`src/rtl/ps2_capture_buffer.sv`:
```
// Timestamped capture FIFO for PS/2 received bytes: folds E0/F0 prefixes into
// per-entry flags, first-word-fall-through read, drop-new or overwrite-oldest when full.
module ps2_capture_buffer #(
  parameter int DATA_W       = 8,
  parameter int ADDR_W       = 4,
  parameter int TS_W         = 16,
  parameter int MODE         = 0,
  parameter int MERGE_PREFIX = 1
) (
  input  logic                     CLOCK_50,
  input  logic                     reset,
  input  logic [DATA_W-1:0]        received_data,
  input  logic                     received_data_en,
  input  logic                     clear,
  input  logic                     rd_en,
  output logic [TS_W+DATA_W+1:0]   rd_data,
  output logic                     empty,
  output logic                     full,
  output logic [ADDR_W:0]          count,
  output logic                     overflow
);

  localparam int DEPTH   = 1 << ADDR_W;
  localparam int ENTRY_W = TS_W + DATA_W + 2;
  localparam logic [DATA_W-1:0] EXT_BYTE = DATA_W'('hE0);
  localparam logic [DATA_W-1:0] BRK_BYTE = DATA_W'('hF0);
  localparam logic [ADDR_W:0]   COUNT_MAX = (ADDR_W+1)'(DEPTH);

  logic [ENTRY_W-1:0] mem [DEPTH];

  logic [TS_W-1:0]   ts_ctr;
  logic [ADDR_W-1:0] wr_ptr, rd_ptr;
  logic [ADDR_W:0]   count_q;
  logic              overflow_q;
  logic              ext_pend, brk_pend;

  logic              is_ext, is_brk, accept, pop, do_write, adv_rd, ovf_hit;
  logic [ADDR_W:0]   count_nxt;
  logic [ENTRY_W-1:0] wr_entry;

  assign empty    = (count_q == '0);
  assign full     = (count_q == COUNT_MAX);
  assign count    = count_q;
  assign overflow = overflow_q;
  assign rd_data  = mem[rd_ptr];

  always_comb begin
    is_ext    = 1'b0;
    is_brk    = 1'b0;
    accept    = 1'b0;
    pop       = 1'b0;
    do_write  = 1'b0;
    adv_rd    = 1'b0;
    ovf_hit   = 1'b0;
    count_nxt = count_q;
    wr_entry  = {ts_ctr, ext_pend, brk_pend, received_data};

    if (MERGE_PREFIX != 0) begin
      is_ext = (received_data == EXT_BYTE);
      is_brk = (received_data == BRK_BYTE);
    end
    accept = received_data_en && !is_ext && !is_brk;
    pop    = rd_en && !empty;

    // A same-cycle pop frees the slot, so a full buffer only overflows without one.
    if (accept) begin
      if (!full || pop) begin
        do_write = 1'b1;
      end else begin
        ovf_hit = 1'b1;
        if (MODE != 0) begin
          do_write = 1'b1;
          adv_rd   = 1'b1;
        end
      end
    end
    if (pop) adv_rd = 1'b1;

    if (do_write && !pop && !full) count_nxt = count_q + (ADDR_W+1)'(1);
    else if (pop && !do_write)     count_nxt = count_q - (ADDR_W+1)'(1);
  end

  always_ff @(posedge CLOCK_50 or negedge reset) begin
    if (!reset) begin
      ts_ctr <= '0;
    end else begin
      ts_ctr <= ts_ctr + TS_W'(1);
    end
  end

  always_ff @(posedge CLOCK_50 or negedge reset) begin
    if (!reset) begin
      wr_ptr     <= '0;
      rd_ptr     <= '0;
      count_q    <= '0;
      overflow_q <= 1'b0;
      ext_pend   <= 1'b0;
      brk_pend   <= 1'b0;
    end else if (clear) begin
      wr_ptr     <= '0;
      rd_ptr     <= '0;
      count_q    <= '0;
      overflow_q <= 1'b0;
      ext_pend   <= 1'b0;
      brk_pend   <= 1'b0;
    end else begin
      if (do_write) wr_ptr <= wr_ptr + ADDR_W'(1);
      if (adv_rd)   rd_ptr <= rd_ptr + ADDR_W'(1);
      count_q <= count_nxt;
      if (ovf_hit) overflow_q <= 1'b1;
      if (accept) begin
        ext_pend <= 1'b0;
        brk_pend <= 1'b0;
      end else if (received_data_en) begin
        if (is_ext) ext_pend <= 1'b1;
        if (is_brk) brk_pend <= 1'b1;
      end
    end
  end

  // Storage is deliberately not reset; rd_data is meaningless while empty.
  always_ff @(posedge CLOCK_50) begin
    if (do_write && !clear) mem[wr_ptr] <= wr_entry;
  end

endmodule

```
`config.mk`:
```
export PLATFORM = sky130hd
export DESIGN_NAME = ps2_capture_buffer
export DESIGN_NICKNAME = d
export VERILOG_FILES = /design/src/rtl/ps2_capture_buffer.sv
export SDC_FILE = /design/constraint.sdc
export NUM_CORES = 1
export LEC_CHECK = 0
export CAP_MARGIN = 10
export CORE_MARGIN = 2
export CORE_UTILIZATION = 66
export DETAILED_ROUTE_END_ITERATION = 10
export HOLD_SLACK_MARGIN = 0.06
export MAX_ROUTING_LAYER = met4
export PLACE_DENSITY = 0.93
export SYNTH_ARGS = -nofsm -noshare
export SYNTH_HDL_FRONTEND = slang
export SYNTH_SLANG_ARGS = --single-unit
```
`constraint.sdc`:
```
create_clock -name CLOCK_50 -period 4 [get_ports CLOCK_50]
set_input_delay 0.6 -clock CLOCK_50 [delete_from_list [all_inputs] [get_ports CLOCK_50]]
set_output_delay 0.6 -clock CLOCK_50 [all_outputs]
set_load 0.005 [all_outputs]
```
* Word level (Yosys, flattened, before mapping) *
Memory sizes are Yosys's and may differ from the RTL's.
Index checks and enable logic that the tools add are counted.

word-level totals
  bits in registers = 32
  bits in latches = 0
  RAM bits = 416
  ROM bits = 0
  input port bits = 13
  output and inout port bits = 34
  word-level logic and storage cells = 65
  memories kept = 1

memory list
  memory  depth  bits a word  read ports  clocked after Yosys merged registers in  wr ports  line  RTL
  mem     16     26           1           0                                        1         29    logic [ENTRY_W-1:0] mem [DEPTH];

operators by class
  add/sub/neg operators = 5
  multipliers = 0
  divide/modulo/power cells = 0
  $lt $le $gt $ge = 0
  equality and inequality tests = 3
  shift-type cells = 0
  muxes and demuxes = 24
  bitwise operators = 0
  reduce and logical (&&, ||, !) cells = 25

operators with widths
  cell                     number
  $mux W1                  17
  $add A16 B1 Y16 const B  1
  $eq A8 B8 Y1 const B     2
  $mux W4                  4
  $mux W5                  3
  $reduce_bool A3 Y1       4
  $add A4 B1 Y4 const B    2
  $logic_and A1 B1 Y1      7
  $logic_not A1 Y1         7
  $reduce_bool A2 Y1       3
  $add A5 B1 Y5 const B    1
  $eq A5 B5 Y1 const B     1
  $logic_not A5 Y1         1
  $sub A5 B1 Y5 const B    1
  $reduce_and A2 Y1        2
  $logic_or A1 B1 Y1       1

* Logic depth before layout (Yosys ltp) *
Gate-level depths: netlist (run 1).

  word-level depth = 11
  gate-level depth with buffers = 9
  gate-level depth less buffers = 8

* Least setup slack after synthesis (run 1) *
OpenSTA, ideal clock, no wires.

  path type = input port to flip-flop
  from = in received_data[2]
  to = mem mem[0][0] in the netlist's numbering, enable pin
  library setup time = 409 ps
  arrival = 2481 ps
  required time = 3591 ps
  slack = 1111 ps
  cell stages on the path = 5
  buffers on the path = 1
  cells stage by stage = nand4b_1 -> o41a_1 -> clkbuf_1 -> nand3_1 -> nor2_1

between the ends
  word-level cells in the longest chain between the ends = 8
  elaborated cells between the ends (all ways) = 10
  classes of those cells = eq/ne: 2; mux: 3; reduce/logical: 5

ends and longest elaborated chain
  item                               line  RTL
  from (decl)                        12    input logic [DATA_W-1:0] received_data,
  $eq A8 B8 Y1                       59    is_ext = (received_data == EXT_BYTE);
  $logic_not A1 Y1                   62    accept = received_data_en && !is_ext && !is_brk;
  $logic_and A1 B1 Y1                62
  $logic_and A1 B1 Y1 (*)            62
  $mux W1 (*)                        66    if (accept) begin
  $logic_and A1 B1 Y1 (*)            123   if (do_write && !clear) mem[wr_ptr] <= wr_entry;
  $mux W1 (*)                        123
  $mux W1 (implied by the code) (*)  123
  to (decl)                          29

Every way passes the cells marked *; elsewhere a longest branch is shown, timed or not.

* Worst setup path in the final report (run 1) *
  from = reg rd_ptr[0]
  to = out rd_data[4]

between the ends
  word-level cells in the longest chain between the ends = 1

ends and longest elaborated chain
  item                    line  RTL
  from (decl)             32    logic [ADDR_W-1:0] wr_ptr, rd_ptr;
  from (signal assigned)  108   if (adv_rd) rd_ptr <= rd_ptr + ADDR_W'(1);
  $mem_v2 Z16 W26         -
  to (decl)               16    output logic [TS_W+DATA_W+1:0] rd_data,

No other way between the ends.

==> results of run 1 <==
[path summary, 6_finish.rpt]
path | endpoint | slack (ps) | cells after the start
worst max-delay path | rd_data[4] | 140 | 4
worst min-delay path | ts_ctr[12] | 180 | 1
worst max register to register | count[4] | 960 | 8
worst min register to register | overflow | 570 | 2
max in group asynchronous | rd_ptr[0] | 3170 | 1
min in group CLOCK_50 | overflow | 570 | 2
[sequential cells by signal (all words and copies together) (netlist names)]
register and flops:
mem 416, ts_ctr 16, count 5, rd_ptr 4, wr_ptr 4, brk_pend 1
ext_pend 1, overflow 1
[layout make-up]
| type | instances | area, sq um | share of cell area |
|---|---|---|---|
| repair buffers | 89 | 991.0 | 0.04941 |
| flip-flops and latches | 448 | 13300 | 0.6632 |
| inverters | 6 | 22.52 | 0.001123 |
| multi-input cells | 274 | 4024 | 0.2006 |
| clock buffers | 52 | 1140 | 0.05683 |
| well taps | 335 | 419.2 | 0.02090 |
| clock inverters | 24 | 157.7 | 0.007861 |
[Yosys cell counts (2+ instances only)]
| cell type | count |
|---|---|
| sky130_fd_sc_hd__inv_1 | 6 |
| sky130_fd_sc_hd__mux2i_1 | 4 |
| sky130_fd_sc_hd__nand2_1 | 15 |
| sky130_fd_sc_hd__buf_1 | 7 |
| sky130_fd_sc_hd__ha_1 | 10 |
| sky130_fd_sc_hd__and3_1 | 3 |
| sky130_fd_sc_hd__xor2_1 | 6 |
| sky130_fd_sc_hd__or3_1 | 2 |
| sky130_fd_sc_hd__clkbuf_1 | 20 |
| sky130_fd_sc_hd__and4_1 | 4 |
| sky130_fd_sc_hd__nor3_1 | 5 |
| sky130_fd_sc_hd__nor2_1 | 26 |
| sky130_fd_sc_hd__o21ai_0 | 4 |
| sky130_fd_sc_hd__nand4_1 | 2 |
| sky130_fd_sc_hd__mux4_2 | 130 |
| sky130_fd_sc_hd__o21a_1 | 2 |
| sky130_fd_sc_hd__xnor2_1 | 11 |
| sky130_fd_sc_hd__edfxtp_1 | 416 |
| sky130_fd_sc_hd__nand3_1 | 16 |
| sky130_fd_sc_hd__buf_2 | 8 |
| sky130_fd_sc_hd__mux2_4 | 3 |
| sky130_fd_sc_hd__dfrtp_1 | 32 |
| sky130_fd_sc_hd__a21oi_1 | 9 |
| sky130_fd_sc_hd__nor2b_1 | 3 |
| sky130_fd_sc_hd__mux2_2 | 2 |
[worst reg2reg max path, cell delays in order, from the launching register on]
cell                        delay (ps)
sky130_fd_sc_hd__dfrtp_1           460
sky130_fd_sc_hd__or4_4             640
sky130_fd_sc_hd__mux2_4            330
sky130_fd_sc_hd__nand2b_1          250
sky130_fd_sc_hd__ha_1              370
sky130_fd_sc_hd__a21oi_1           320
sky130_fd_sc_hd__a21oi_1           130
sky130_fd_sc_hd__a311oi_1          260
sky130_fd_sc_hd__o2111ai_1         150
[power by group]
group          switching (uW)  leakage (uW)  internal, uW
logic                     885       0.00148          1290
clock network            1700      0.000631          2100
registers                 198       0.00422          5140
[through the flow]
step                      hold slack (ps)  setup WS (ps)  instances
after global placement              516.9          724.1       1152
after floorplan                     304.4           1111        764
after global routing                225.6          24.02       1228
after detailed placement            521.5          591.6       1152
after CTS                           179.6          62.41       1228
final                               179.6          144.8       1228
[logic make-up after synthesis]
logic type,count (synthesis),synth area share
buffers and inverters,42,0.01008
and+or+nand+nor,84,0.02420
adders and majority gates,11,0.008355
AOI/OAI and AO/OA,23,0.008859
muxes,139,0.1747
xor gates and xnor gates,17,0.008571
DFF,448,0.7652
[layer usage]
metal / share of wire / wire [microns] / GRT usage / up-vias
met5: 0 / 0 / - / -
li1: - / - / - / 3419
met1: 0.36 / 14780 / 0.4178 / 4483
met3: 0.084 / 3432 / 0.04576 / 98
met2: 0.52 / 21250 / 0.5156 / 547
met4: 0.030 / 1205 / 0.09933 / 0
==> run summary, run 1 <==
Among all flip-flop cells after synthesis, the most frequent one is sky130_fd_sc_hd__edfxtp_1. In this run the static leakage power is 0.006338 uW. The finished cells cover between 20000 and 25000 sq um. From bottom edge to top edge, the die measures between 150 and 200 microns. The final count of negative-setup-slack endpoints is 0. Relative to the synthesized area, the layout overhead comes to 15.45%.

The final period demand of the worst path came out at about 3900 ps. The most numerous cell type found on the critical path is sky130_fd_sc_hd__mux4_2. Static timing analysis puts the maximum clock frequency at between 200 and 300 MHz. The number of register bits inferred by synthesis came out at around 450.

The remaining antenna violation count is 0. Counting the buffers created by CTS gives 42. The routability-driven placement congestion ratio came out at 0.7921. The layout filler cell count is around 1300. In the final routed layout, each cell accounts on average for roughly 33 microns. Leaving out fill and tap cells, the most frequent cell in the layout is sky130_fd_sc_hd__edfxtp_1. At the pin with the least slew margin, the transition time is between 1000 and 1500 ps. sky130_fd_sc_hd__edfxtp_1 takes more of the synthesized area than any other cell.

The post-detailed-route DRC marker count came out at 0. The period utilization came out at 0.9638. Tracing the worst setup path back leads to its startpoint at rd_ptr[0]. The worst setup path is launched from a flip-flop. Dividing the detail-routed via count by the number of cells gives approximately 7. TritonCTS built the clock tree. The number of instances in the synthesized netlist is roughly 760. The die covers between 20000 and 30000 sq um. Once the clock tree was built, the resizer swapped 0 gates to a different size. At the worst endpoint, the arrival time is 3260 ps.

The type of the tightest min-delay check is primary input to asynchronous set/reset pin. The largest net degree at the start of global routing is 41. Setup repair after global routing left no endpoint under its margin. The count of buffers from port buffering came out at 46. The net count of the mapped netlist is a little under 800. The global-route total usage across every layer came out at 0.3135. The horizontal die dimension came out at between 150 and 200 microns. The clock skew came out at between 15 and 20 ps. Ranked by total cell area, the synthesized netlist is headed by sky130_fd_sc_hd__edfxtp_1 72%, sky130_fd_sc_hd__mux4_2 17%, sky130_fd_sc_hd__dfrtp_1 4.6%, sky130_fd_sc_hd__ha_1 0.72%, sky130_fd_sc_hd__nor2_1 0.56%. The clock passes through at most 3 buffers. The number of antenna violations at the first check in global routing is 0. The tree is rooted in a sky130_fd_sc_hd__clkbuf_16. The number of global-route vias before repair came out at between 8000 and 9000.

The peak supply drop came out at between 0.0004 and 0.0005 V. The tool flagged a number of max-cap violations equal to 0. In the layout the commonest cells are 416 x sky130_fd_sc_hd__edfxtp_1, 130 x sky130_fd_sc_hd__mux4_2, 45 x sky130_fd_sc_hd__clkdlybuf4s50_1.

The number of detailed-route iterations in the first pass is 5. The average instance area after synthesis came out at around 23 sq um. The clock sink total is between 400 and 500. The core occupancy in the finished layout is 0.7718.

The total standard cell area after synthesis came out at about 17000 sq um. The total power density per cell area came out at about 560 nW/um^2. The global-route wire length before repair is roughly 60 mm. The max-slew violation total from the final report is 0.

The number of library cell types mapped by synthesis came out at 43. The final route contains ~8500 vias. The flow ran to the end, and the final reports show no timing, DRC or antenna violations.

The HPWL after detailed placement is 22.07 mm. Post-CTS timing repair inserted 0 buffers for setup. The worst setup path is captured at an output port. In this run the critical register-to-register path is launched from count[1]. The number of diodes added for antenna fixing is 0. The maximum fanout along the worst path came out at 30. The share of layout cells above drive strength 1 is 0.2968. The worst slew margin relative to its limit came out at 0.2955. In this design, the largest share of critical-path delay is due to multiplexers.

The total length of routed wires came out at roughly 40 mm. The clock tree synthesis step divided the H-tree into 2 levels. In this run the cell area measured after placement is ~19000 sq um.

Summed over all failing endpoints, the final setup total negative slack is 0 ps. After layout, the design draws a total of ~11000 uW. The clock insertion delay at the later pin of the skew report came out at roughly 540 ps. The data required time at the worst endpoint came out at ~3400 ps. The number of I/O pins came out at 47.

For this run, the number of Yosys warnings is 0. The detailed router finished its first iteration with about 1200 violations. The number of core rows came out at 59.

The kind of critical path is flip-flop to output port. The clock-pin slew of the registers on the worst-case setup and hold paths came out at ~60 ps. The area of the placeable core is ~26000 sq um. After synthesis, the share of flip-flops with an asynchronous set or reset is 0.07143. The register area share after synthesis is 0.7652. Of the post-synthesis cell area, the dominant cell type holds 0.7191. In this run, synthesis inferred approximately 420 flip-flops with an integrated enable.

The stage delay of the slowest cell on the critical path is roughly 850 ps. The worst path buffer plus inverter count came out at 2. The effective utilization at floorplan came out at 0.6685. The count of nets after finishing came out at just under 900. Hold repair after CTS inserted 0 buffers. The total overflow left after global routing is 0.

The final count of hold timing violations is 0. The signal on the critical path passes through buf_4 > mux4_2 > mux4_2 > clkdlybuf4s50_1. On the critical path, the stage with the largest delay is an instance of sky130_fd_sc_hd__dfrtp_4.
Power figures use the tool's default switching activity.
==> run 2: changes to the inputs <==
- ABC_AREA: unset -> 1
==> run 2 against run 1 <==
Die area increased by 3.8%; fmax rose by 1.3%; register-to-register slack improved by 370 ps; critical path depth rose by 2; first-iteration DRC count increased by 97%; non-clock buffer count unchanged; synthesized cell count rose by 87%; routed wire length up 14%; critical path type unchanged; largest cell class unchanged.
==> run summary, run 2 <==
The run finished with clean final reports. Max-cap violations in this run came to 0. Along the worst path, the maximum fanout reaches 210. The number of buffers on the longest clock path is 3.

The share of layout cells above drive strength 1 is 0.08958. The signal on the critical path passes through buf_12 > o21ai_0 > o211ai_1 > nand3_1 > nand2_1 > clkdlybuf4s50_1. The routability-driven placement congestion ratio is about 0.86. The startpoint type of the worst setup path is a flip-flop. The number of detailed-route iterations in the first pass came out at 6. The final count of hold timing violations is 0. The register area share after synthesis is 0.7362. The clock skew is approximately 26 ps. The effective utilization at floorplan is 0.6718. The total length of routed wires came out at about 47 mm.

The number of global-route vias before repair is 12410. The number of nets handed over by synthesis was 1451. Among cell families on the critical path, the largest total delay comes from buffers and inverters.

The floorplan step defined a core boundary enclosing around 27000 sq um. The number of setup buffers added after CTS came out at 0. Clock tree synthesis selected as its root buffer the cell sky130_fd_sc_hd__clkbuf_16. Summed over all instances, the cell type with the most area after synthesis is sky130_fd_sc_hd__edfxtp_1. The floorplan step defined a die boundary enclosing about 29000 sq um. The data required time at the worst endpoint came out at between 3000 and 4000 ps. For the worst setup path, the data arrival time is around 3200 ps. In the layout the commonest cells are 416 x sky130_fd_sc_hd__edfxtp_1, 333 x sky130_fd_sc_hd__nor2_1, 183 x sky130_fd_sc_hd__o21ai_0. The area growth from synthesis to layout is 13.92%. Counting the buffers created by CTS gives 43. The number of instances in the synthesized netlist came out at 1427. The type of the tightest min-delay check is primary input to asynchronous set/reset pin. The number of register bits inferred by synthesis came out at ~450. The number of warning messages in the yosys log is 0. The library cell used most frequently in the layout, excluding fill and tap cells, is sky130_fd_sc_hd__edfxtp_1. The slowest library cell on the worst path is sky130_fd_sc_hd__buf_12.

The total vias in the final route came out at around 12000. The count of cells along the worst register-to-register path came out at 15. The number of enable-type register cells in the synthesized netlist is about 420.

The critical path is of the flip-flop to output port type. The worst path buffer plus inverter count is 2. Once layout is complete, the utilization of the core stands at 0.7653. The period utilization came out at 0.9518. The post-cts sizing count came out at 0.

The final layout contains about 1500 nets. In this run the horizontal extent of the chip is between 150 and 200 microns. The overall overflow remaining after global route is 0.

The post-detailed-route DRC marker count came out at 0. In this run the number of H-tree levels came out at 2. The total of hold buffers inserted after clock tree synthesis is 0.

The total power density per cell area is 577.6 nW/um^2. The clock sink total came out at around 450. In this run the number of cells on the critical path is 6. The total standard cell area after synthesis is between 15000 and 20000 sq um.

The total leakage power came out at 0.006631 uW. The actual slew at the worst max-slew pin came out at a little over 900 ps. The leading cell type by number of instances after synthesis is sky130_fd_sc_hd__edfxtp_1. The global-route wire length before repair came out at between 70 and 80 mm.

mem holds more flip-flops than any other register. The TritonCTS clock tree is done. The largest net degree at the start of global routing came out at 211.

The number of diodes added for antenna fixing is 0. The stage delay of the slowest cell on the critical path came out at roughly 560 ps. The number of library cell types mapped by synthesis came out at 30. The share of flip-flops with an asynchronous set or reset after synthesis is 0.07143.

The mean number of vias per cell came out at approximately 6.7. Counting I/O delays and the setup requirement, the final critical path takes about 3800 ps. In the final routed layout, each cell accounts on average for 25.18 microns. The worst-case IR drop observed on VDD is 0.0005407 V.

The register with the most flip-flops in the layout has 416 of them. The share of Yosys cell area claimed by the top area cell type came out at 0.6919. The number of antenna violations at the first check in global routing is 0. The layout filler cell count is ~1500. Setup violations remaining at the end of the flow were counted as 0. The global-route total usage across every layer is 0.3377. The number of DRC violations after detailed-routing iteration 0 came out at about 2400. The worst slew margin relative to its limit is 0.3789. Among all flip-flop cells after synthesis, the most frequent one is sky130_fd_sc_hd__edfxtp_1. The setup total negative slack came out at 0 ps.

The maximum clock rate is between 200 and 300 MHz. The number of core rows came out at 60. The detail route stage leaves a number of antenna-violating nets equal to 0. The HPWL after detailed placement is 25.56 mm.

The worst setup path is captured at an output port. The max-slew violation total from the final report is 0. The floorplan die height is between 150 and 200 microns. The clock insertion delay at the later pin of the skew report is 560 ps.

By area the synthesized netlist is led by sky130_fd_sc_hd__edfxtp_1 69%, sky130_fd_sc_hd__nor2_1 7.3%, sky130_fd_sc_hd__o21ai_0 5.1%, sky130_fd_sc_hd__dfrtp_1 4.4%, sky130_fd_sc_hd__o211ai_1 4.3%. The number of I/O pins came out at 47. In the synthesized netlist, the cells that appear most often are 416 x sky130_fd_sc_hd__edfxtp_1, 349 x sky130_fd_sc_hd__nor2_1, 183 x sky130_fd_sc_hd__o21ai_0. Port buffering added 46 buffers. Setup repair after global routing left no endpoint under its margin. The average instance area after synthesis is about 13 sq um.

The clock-pin slew of the registers on the worst-case setup and hold paths is ~70 ps.
run 2: cell count changes after synthesis, sizes merged, moves of 27 or more:
| cell | previous run | this run |
|---|---|---|
| nor2 | 26 | 351 |
| nand3 | 17 | 44 |
| o21ai | 5 | 237 |
| nand2 | 15 | 78 |
| o211ai | 1 | 104 |
| mux4 | 130 | 0 |
run 2: where the power goes:
part | internal [uW] | switching (uW) | leakage (uW)
clock network | 2470 | 1720 | 0.000707
logic | 894 | 1570 | 0.00188
registers | 5160 | 69.7 | 0.00405
run 2: path summary, 6_finish.rpt:
path	slack (ps)	from	to
min in group CLOCK_50	500	overflow	overflow
max in group asynchronous	3130	reset	rd_ptr[1]
max	190	rd_ptr[0]	rd_data[9]
max reg2reg	1330	count[0]	count[4]
min	190	reset	ts_ctr[15]
min reg2reg	500	overflow	overflow
run 2: kinds of logic (layout without fill, tap and decap cells):
| logic type | after synthesis | count (layout) | synth area share |
|---|---|---|---|
| AOI/OAI and AO/OA | 352 | 352 | 0.1129 |
| DFF | 448 | 448 | 0.7362 |
| adders and majority gates | 11 | 11 | 0.008039 |
| xor gates and xnor gates | 16 | 16 | 0.007762 |
| buffers and inverters | 116 | 196 | 0.02890 |
| and+or+nand+nor | 484 | 484 | 0.1062 |
run 2: final cells by class:
type	count	area, sq um	area share
well taps	341	426.7	0.02074
multi-input cells	863	4360	0.2120
flip-flops and latches	448	13300	0.6467
repair buffers	89	915.9	0.04453
clock inverters	25	314.1	0.01527
inverters	30	117.6	0.005718
clock buffers	52	1131	0.05499
run 2: worst register-to-register path, delay by kind of cell (launching register included):
family	cells	cell delay (ps)
DFF	1	470
buffers and inverters	2	170
AOI/OAI and AO/OA	1	180
xor gates and xnor gates	1	240
adders and majority gates	1	400
and+or+nand+nor	10	1100
run 2: layer usage:
layer | part of all wire | track usage | up-vias
li1 | - | - | 5270
met1 | 0.34 | 0.4091 | 5904
met2 | 0.49 | 0.5425 | 991
met3 | 0.11 | 0.05993 | 226
met4 | 0.062 | 0.1936 | 0
met5 | 0 | - | -
run 2: through the flow:
stage	hold slack, ps	power, uW	area, sq um	std cells	setup slack, ps
floorplan	304.4	6815	18050	1427	1265
global placement	506.6	7563	19120	1771	577.4
detailed placement	492.9	7673	19120	1771	400.3
CTS	214.4	11840	20570	1848	300.5
global route	255.4	12250	20570	1848	100.2
finish	192.5	11880	20570	1848	192.8
